===== config.mk =====
export PLATFORM = sky130hd
export DESIGN_NAME = ex_muldiv_flat
export DESIGN_NICKNAME = d
export VERILOG_FILES = /design/src/rtl/ex_muldiv_if.sv /design/src/rtl/ex_muldiv.sv /design/src/flat_wrapper.sv
export SDC_FILE = /design/constraint.sdc
export NUM_CORES = 2
export LEC_CHECK = 0
export ABC_AREA = 1
export BUFFER_PORTS_ARGS = -buffer_cell sky130_fd_sc_hd__buf_2
export CORE_MARGIN = 1
export CORE_UTILIZATION = 35
export DETAILED_ROUTE_END_ITERATION = 10
export GPL_ROUTABILITY_DRIVEN = 0
export PLACE_DENSITY_LB_ADDON = 0.1
export REMOVE_ABC_BUFFERS = 1
export SYNTH_ARGS = -nofsm -noshare
export SYNTH_HDL_FRONTEND = slang
export SYNTH_SLANG_ARGS = --single-unit

===== constraint.sdc =====
create_clock -name clk -period 9.7 [get_ports clk]
set_input_delay 1.94 -clock clk [delete_from_list [all_inputs] [get_ports clk]]
set_output_delay 1.94 -clock clk [all_outputs]
set_load 0.01 [all_outputs]

===== src/rtl/ex_muldiv_if.sv =====
// EX-stage multiply/divide request and HI/LO result bundle.
// The EX control logic drives the master side; the muldiv unit is the slave.
interface ex_muldiv_if #(
    parameter int WIDTH = 32
);
    logic             start_i;
    logic [1:0]       op_i;
    logic [WIDTH-1:0] oprd1_i;
    logic [WIDTH-1:0] oprd2_i;
    logic             annul_i;
    logic             stall_o;
    logic             ready_o;
    logic             hilo_en_o;
    logic [WIDTH-1:0] hi_o;
    logic [WIDTH-1:0] lo_o;

    modport master (
        output start_i, op_i, oprd1_i, oprd2_i, annul_i,
        input  stall_o, ready_o, hilo_en_o, hi_o, lo_o
    );

    modport slave (
        input  start_i, op_i, oprd1_i, oprd2_i, annul_i,
        output stall_o, ready_o, hilo_en_o, hi_o, lo_o
    );
endinterface


===== src/rtl/ex_muldiv.sv =====
// Multi-cycle MULT/MULTU/DIV/DIVU unit for the EX stage. Multiplies use a
// pipelined product register chain; divides use a restoring divider that
// produces one quotient bit per cycle. Results go to the HI/LO write path.
module ex_muldiv #(
    parameter int WIDTH       = 32,
    parameter int MUL_LATENCY = 3
) (
    input logic        clk,
    input logic        rst,
    ex_muldiv_if.slave bus
);
    localparam int CNT_W = $clog2(WIDTH + 1);
    // Counter also times the multiply latency, so widen it if that needs more bits.
    localparam int CW = (CNT_W >= $clog2(MUL_LATENCY + 1)) ? CNT_W : $clog2(MUL_LATENCY + 1);

    typedef enum logic [2:0] {IDLE, MUL, DIV, DIV0, DONE} state_t;

    state_t             r_state;
    state_t             w_state_nx;
    logic [CW-1:0]      r_cnt;
    logic               r_mul_uns;
    logic [WIDTH-1:0]   r_a;
    logic [WIDTH-1:0]   r_b;
    logic [WIDTH-1:0]   r_rem;
    logic [WIDTH-1:0]   r_quo;
    logic [WIDTH-1:0]   r_dvsr;
    logic               r_neg_q;
    logic               r_neg_r;
    logic [WIDTH-1:0]   r_hi;
    logic [WIDTH-1:0]   r_lo;

    logic               w_stall;
    logic               w_accept;
    logic               w_finish;
    logic               w_sgn;
    logic [WIDTH-1:0]   w_abs1;
    logic [WIDTH-1:0]   w_abs2;
    logic [2*WIDTH-1:0] w_ea;
    logic [2*WIDTH-1:0] w_eb;
    logic [2*WIDTH-1:0] w_prod;
    logic [2*WIDTH-1:0] w_mul_res;
    logic [WIDTH:0]     w_shift;
    logic [WIDTH:0]     w_diff;
    logic [WIDTH-1:0]   w_rem_nx;
    logic [WIDTH-1:0]   w_quo_nx;

    // Divider operands are converted to magnitudes at accept time.
    assign w_sgn  = ~bus.op_i[0];
    assign w_abs1 = (w_sgn && bus.oprd1_i[WIDTH-1]) ? -bus.oprd1_i : bus.oprd1_i;
    assign w_abs2 = (w_sgn && bus.oprd2_i[WIDTH-1]) ? -bus.oprd2_i : bus.oprd2_i;

    // Extending both operands to 2*WIDTH makes the truncated product correct
    // for signed and unsigned alike.
    assign w_ea   = r_mul_uns ? {{WIDTH{1'b0}}, r_a} : {{WIDTH{r_a[WIDTH-1]}}, r_a};
    assign w_eb   = r_mul_uns ? {{WIDTH{1'b0}}, r_b} : {{WIDTH{r_b[WIDTH-1]}}, r_b};
    assign w_prod = w_ea * w_eb;

    // One restoring-division step: shift in next dividend bit, try subtract.
    assign w_shift  = {r_rem, r_quo[WIDTH-1]};
    assign w_diff   = w_shift - {1'b0, r_dvsr};
    assign w_rem_nx = w_diff[WIDTH] ? w_shift[WIDTH-1:0] : w_diff[WIDTH-1:0];
    assign w_quo_nx = {r_quo[WIDTH-2:0], ~w_diff[WIDTH]};

    generate
        if (MUL_LATENCY > 1) begin : g_chain
            logic [2*WIDTH-1:0] r_pipe [MUL_LATENCY-1];

            // Free-running product delay line; its tail is sampled on entry to DONE.
            always_ff @(posedge clk) begin
                if (!rst) begin
                    for (int unsigned i = 0; i < MUL_LATENCY - 1; i++) r_pipe[i] <= '0;
                end else begin
                    r_pipe[0] <= w_prod;
                    for (int unsigned i = 1; i < MUL_LATENCY - 1; i++) r_pipe[i] <= r_pipe[i-1];
                end
            end

            assign w_mul_res = r_pipe[MUL_LATENCY-2];
        end else begin : g_nochain
            assign w_mul_res = w_prod;
        end
    endgenerate

    // State register.
    always_ff @(posedge clk) begin
        if (!rst) r_state <= IDLE;
        else      r_state <= w_state_nx;
    end

    // Next-state and stall request.
    always_comb begin
        w_state_nx = r_state;
        w_stall    = 1'b0;
        unique case (r_state)
            IDLE: begin
                if (bus.start_i && !bus.annul_i) begin
                    w_stall = 1'b1;
                    if (!bus.op_i[1])          w_state_nx = MUL;
                    else if (bus.oprd2_i == '0) w_state_nx = DIV0;
                    else                       w_state_nx = DIV;
                end
            end
            MUL: begin
                w_stall = 1'b1;
                if (bus.annul_i)                            w_state_nx = IDLE;
                else if (r_cnt == CW'(MUL_LATENCY - 1))     w_state_nx = DONE;
            end
            DIV: begin
                w_stall = 1'b1;
                if (bus.annul_i)                w_state_nx = IDLE;
                else if (r_cnt == CW'(WIDTH))   w_state_nx = DONE;
            end
            DIV0: begin
                w_stall    = 1'b1;
                w_state_nx = bus.annul_i ? IDLE : DONE;
            end
            DONE:    w_state_nx = IDLE;
            default: w_state_nx = IDLE;
        endcase
        if (bus.annul_i) w_stall = 1'b0;
    end

    assign w_accept = (r_state == IDLE) && (w_state_nx != IDLE);
    assign w_finish = (r_state != DONE) && (w_state_nx == DONE);

    // Operand capture, iteration counter, divider steps and HI/LO result.
    always_ff @(posedge clk) begin
        if (!rst) begin
            r_cnt     <= '0;
            r_mul_uns <= 1'b0;
            r_a       <= '0;
            r_b       <= '0;
            r_rem     <= '0;
            r_quo     <= '0;
            r_dvsr    <= '0;
            r_neg_q   <= 1'b0;
            r_neg_r   <= 1'b0;
            r_hi      <= '0;
            r_lo      <= '0;
        end else begin
            if (w_accept) begin
                r_cnt     <= '0;
                r_mul_uns <= bus.op_i[0];
                r_a       <= bus.oprd1_i;
                r_b       <= bus.oprd2_i;
                r_rem     <= '0;
                r_quo     <= w_abs1;
                r_dvsr    <= w_abs2;
                r_neg_q   <= w_sgn & (bus.oprd1_i[WIDTH-1] ^ bus.oprd2_i[WIDTH-1]);
                r_neg_r   <= w_sgn & bus.oprd1_i[WIDTH-1];
            end else if (r_state == MUL || r_state == DIV) begin
                r_cnt <= r_cnt + 1'b1;
            end else begin
                r_cnt <= '0;
            end

            if (r_state == DIV && r_cnt != CW'(WIDTH)) begin
                r_rem <= w_rem_nx;
                r_quo <= w_quo_nx;
            end

            if (w_finish) begin
                unique case (r_state)
                    MUL: {r_hi, r_lo} <= w_mul_res;
                    DIV: begin
                        r_hi <= r_neg_r ? -r_rem : r_rem;
                        r_lo <= r_neg_q ? -r_quo : r_quo;
                    end
                    DIV0: begin
                        r_hi <= r_a;
                        r_lo <= '1;
                    end
                    default: ;
                endcase
            end
        end
    end

    assign bus.stall_o   = w_stall;
    assign bus.ready_o   = (r_state == DONE);
    assign bus.hilo_en_o = (r_state == DONE);
    assign bus.hi_o      = r_hi;
    assign bus.lo_o      = r_lo;
endmodule


===== src/flat_wrapper.sv =====
// flat-port wrapper written by rule: the top's interface ports become plain ports
module ex_muldiv_flat 
#(
    parameter int WIDTH       = 32,
    parameter int MUL_LATENCY = 3
)
  (clk, rst, bus_start_i, bus_op_i, bus_oprd1_i, bus_oprd2_i, bus_annul_i, bus_stall_o, bus_ready_o, bus_hilo_en_o, bus_hi_o, bus_lo_o);
  ex_muldiv_if #(.WIDTH(WIDTH)) bus_i ();
  input logic clk;
  input logic rst;
  input wire logic [$bits(bus_i.start_i)-1:0] bus_start_i;
  input wire logic [$bits(bus_i.op_i)-1:0] bus_op_i;
  input wire logic [$bits(bus_i.oprd1_i)-1:0] bus_oprd1_i;
  input wire logic [$bits(bus_i.oprd2_i)-1:0] bus_oprd2_i;
  input wire logic [$bits(bus_i.annul_i)-1:0] bus_annul_i;
  output wire logic [$bits(bus_i.stall_o)-1:0] bus_stall_o;
  output wire logic [$bits(bus_i.ready_o)-1:0] bus_ready_o;
  output wire logic [$bits(bus_i.hilo_en_o)-1:0] bus_hilo_en_o;
  output wire logic [$bits(bus_i.hi_o)-1:0] bus_hi_o;
  output wire logic [$bits(bus_i.lo_o)-1:0] bus_lo_o;
  assign bus_i.start_i = bus_start_i;
  assign bus_i.op_i = bus_op_i;
  assign bus_i.oprd1_i = bus_oprd1_i;
  assign bus_i.oprd2_i = bus_oprd2_i;
  assign bus_i.annul_i = bus_annul_i;
  assign bus_stall_o = bus_i.stall_o;
  assign bus_ready_o = bus_i.ready_o;
  assign bus_hilo_en_o = bus_i.hilo_en_o;
  assign bus_hi_o = bus_i.hi_o;
  assign bus_lo_o = bus_i.lo_o;
  ex_muldiv #(.WIDTH(WIDTH), .MUL_LATENCY(MUL_LATENCY)) u_core (.clk(clk), .rst(rst), .bus(bus_i));
endmodule

==> summary.md <==
| Metric | Value |
|---|---|
| Die area | `196000 sq um` |
| Slowest-stage cell, CP | `buf_4` |
| Gate power share | `0.480` |
| Clock power frac | `0.274` |
| Die height | `443 um` |
| IO Pins | `137` |
| Utilization after layout | `0.382` |
| Count of cell types in the netlist | `53` |
| Final Net Count | `10600` |
| Top-count cell post-synth | `inv_1` |
| Fraction of layout cells with a size suffix above 1 | `0.0519` |
| Vias per inst | `just under 5` |
| P_sw | `0.00320 W` |
| Cell area after synthesis | `between 60000 and 70000 sq um` |
| Synthesis Warnings | `0` |
| Least-Margin Pin Slew | `1.19 ns` |
| Pwr/cell area | `about 97 nW/um^2` |
| Clk root buf | `clkbuf_16` |
| Leading cell types by count after synthesis | `2597 x inv_1, 1938 x nand2_1, 1416 x fa_1` |
| Clock Skew | `between 0.04 and 0.05 ns` |
| Core area | `193000 sq um` |
| Port bufs | `around 140` |
| Fillcell total | `20500` |
| Clk_lat worst skew | `around 0.63 ns` |
| Total congestion overflow | `0` |
| CP Launch Type | `flop` |
| Ys async rst share | `0` |
| CP max FO | `32` |
| Final setup vio count | `0` |
| Syn Area/Cell | `7.70 sq um` |
| Max Freq | `0.108 GHz` |
| Post-synth EDFFs | `0` |
| TritonCTS Sinks | `363` |
| Largest area contributor in the netlist | `fa_1` |
| Pin count of the biggest net entering global routing | `65` |
| CTS clk-pin slew, worst paths | `0.07 ns` |
| Initial Util | `0.353` |
| Flop pwr share | `0.246` |
| Tmin final | `between 9 and 10 ns` |
| LEAKAGE | `41.5 nW` |
| Routed Antenna Nets | `0` |
| Period utilization | `0.955` |
| Cells after Synth | `8843` |
| HPWL after DPL | `216000 um` |
| CTS Buffer Depth | `3` |
| Relative slew slack | `0.205` |
| Top Family by Delay on Critical Path | `adder cells` |
| Critical path buffer and inverter count | `8` |
| Hold Path Class | `reg2reg` |
| Status | `completed` |
| Via count | `55500` |
| H-tree levels | `2` |
| VDD IR max | `0.000143 V` |
| Routed WL per cell | `23.1 um` |
| Vias in the first global route | `a little under 60000` |
| Synth top area cells | `fa_1 42%, inv_1 14%, nand2_1 11%, dfxtp_1 11%, ha_1 6.5%` |
| Post-Layout Cell Count | `approximately 11000` |
| Crit-path max cell delay | `0.57 ns` |
| Max Cap Viol | `0` |
| GRT Resource Usage Total | `0.270` |
| Reg-to-reg slack, setup | `0.44 ns` |
| CTS Buf Count | `47` |
| # placed instances | `between 10000 and 15000` |
| Arr. time, crit path | `roughly 10 ns` |
| Seq cells post-synth | `between 300 and 400` |
| Total negative setup slack | `0 ns` |
| CTS tree | `yes` |
| Most frequent CP cell | `fa_1` |
| Area grow syn2layout | `8.25%` |
| Synth top area share | `0.416` |
| Unrepaired setup endpoints after global routing | `false` |
| Post-Route WL | `263000 um` |
| DRC viols | `0` |
| First-pass GRT wire length | `between 300000 and 400000 um` |
| TritonRoute pass-1 iters | `8` |
| Fin worst setup slack | `0.436 ns` |
| Fin. max-slew vios | `0` |
| WS Path Type | `reg2reg` |
| Worst endpoint required time | `about 10 ns` |
| Initial DRC count | `4081` |
| Initial antenna violation count | `15` |
| Dominant synthesized flop cell | `dfxtp_1` |
| Sequential fraction of the synthesis area | `0.107` |
| Total power | `0.00716 W` |
| Die W | `443 um` |
| Sw Ratio | `0.447` |
| Pre-CTS setup slack | `just under 0.5 ns` |
| Crit. End Element | `flop` |
| Final Hold Fails | `0` |
| Pint | `between 0.003 and 0.004 W` |
| # rows | `about 160` |
| # Post-CTS Setup Buffers | `0` |
-- placed cells by master (no fill, tap or decap), drive strengths merged, types with 7 or more instances in the layout --
master,Yosys,final
a21o,15,15
buf,53,295
bufinv,0,7
dfxtp,363,363
o2111ai,12,12
fa,1416,1416
o21ai,293,293
a31oi,26,26
nand2,1942,1942
o21a,25,25
o22ai,7,7
o21bai,18,18
nand4,38,38
xnor2,44,44
nor2,451,451
a21oi,350,350
inv,2606,2608
a21boi,8,8
or2,23,23
o221ai,13,13
nand3,239,239
nor3,41,41
clkbuf,337,67
nor4,11,11
clkinv,0,7
nand3b,19,19
o211ai,45,45
ha,354,354
xor2,74,74
-- state kept, by name, indices dropped and copies added, names as in the netlist --
name                   cells
u_core.bus.hi_o           32
u_core.bus.lo_o           32
u_core.g_chain.r_pipe    128
u_core.r_a                32
u_core.r_b                31
u_core.r_cnt               6
u_core.r_dvsr             32
u_core.r_mul_uns           1
u_core.r_neg_q             1
u_core.r_neg_r             1
u_core.r_quo              32
u_core.r_rem              32
u_core.r_state             3
-- path summary, 6_finish.rpt --
kind | startpoint | endpoint | cells after the start
hold reg to reg | u_core.g_chain.r_pipe[0][63] | u_core.g_chain.r_pipe[0][127] | 2
setup reg to reg | u_core.r_b[13] | u_core.g_chain.r_pipe[0][41] | 29
hold / removal | u_core.g_chain.r_pipe[0][63] | u_core.g_chain.r_pipe[0][127] | 2
setup / recovery | u_core.r_b[13] | u_core.g_chain.r_pipe[0][41] | 29
-- tightest hold or removal path, cell delays in order (launching register included) --
cell,delay (ns)
dfxtp_1,0.30
nand2_1,0.06
inv_1,0.04
-- cell type report --
cell class,count,area [sq um],area share
tap,2526,3160,0.0429
multi-input combinational,5484,49600,0.672
antenna,4,10.0,0.000136
sequential,363,7290,0.0989
clock buffer,66,1380,0.0187
clock inverter,21,315,0.00428
timing repair buffer,296,2240,0.0304
inverter,2606,9790,0.133
-- metal layers --
metal  part of all wire  global-route usage
met5            0.00024                   0
met2               0.48               0.460
met4              0.034              0.0758
met3              0.048              0.0237
met1               0.44               0.367
-- kinds of logic after synthesis --
logic type | after synthesis | share of synthesized area
buffers and inverters | 2996 | 0.166
AO/OA/AOI/OAI | 825 | 0.0678
AND/OR/NAND/NOR | 2771 | 0.163
flip-flops | 363 | 0.107
XOR/XNOR | 118 | 0.0152
adder cells (fa/ha/maj) | 1770 | 0.481
-- through the flow --
step | hold slack [ns] | cell area [sq um]
after CTS | 0.414 | 73700
after floorplan | 0.390 | 66600
after detailed placement | 0.399 | 72000
after global routing | 0.433 | 73700
after global placement | 0.396 | 72000
final | 0.414 | 73700
-- timing repair --
| item | in CTS | in global routing |
|---|---|---|
| endpoints found under the setup margin | 0 | 1 |
| gates resized for setup | 0 | 1 |
| hold buffers | 0 | 0 |
-- power groups by stage --
stage | sequential, W | combinational, W | clock (W)
finish | 0.00177 | 0.00344 | 0.00196
global route | 0.00177 | 0.00383 | 0.00205
CTS | 0.00176 | 0.00344 | 0.00199
detailed placement | 0.00179 | 0.00342 | 0
global placement | 0.00179 | 0.00344 | 0
floorplan | 0.00181 | 0.00203 | 0
Power figures use the tool's default switching activity.
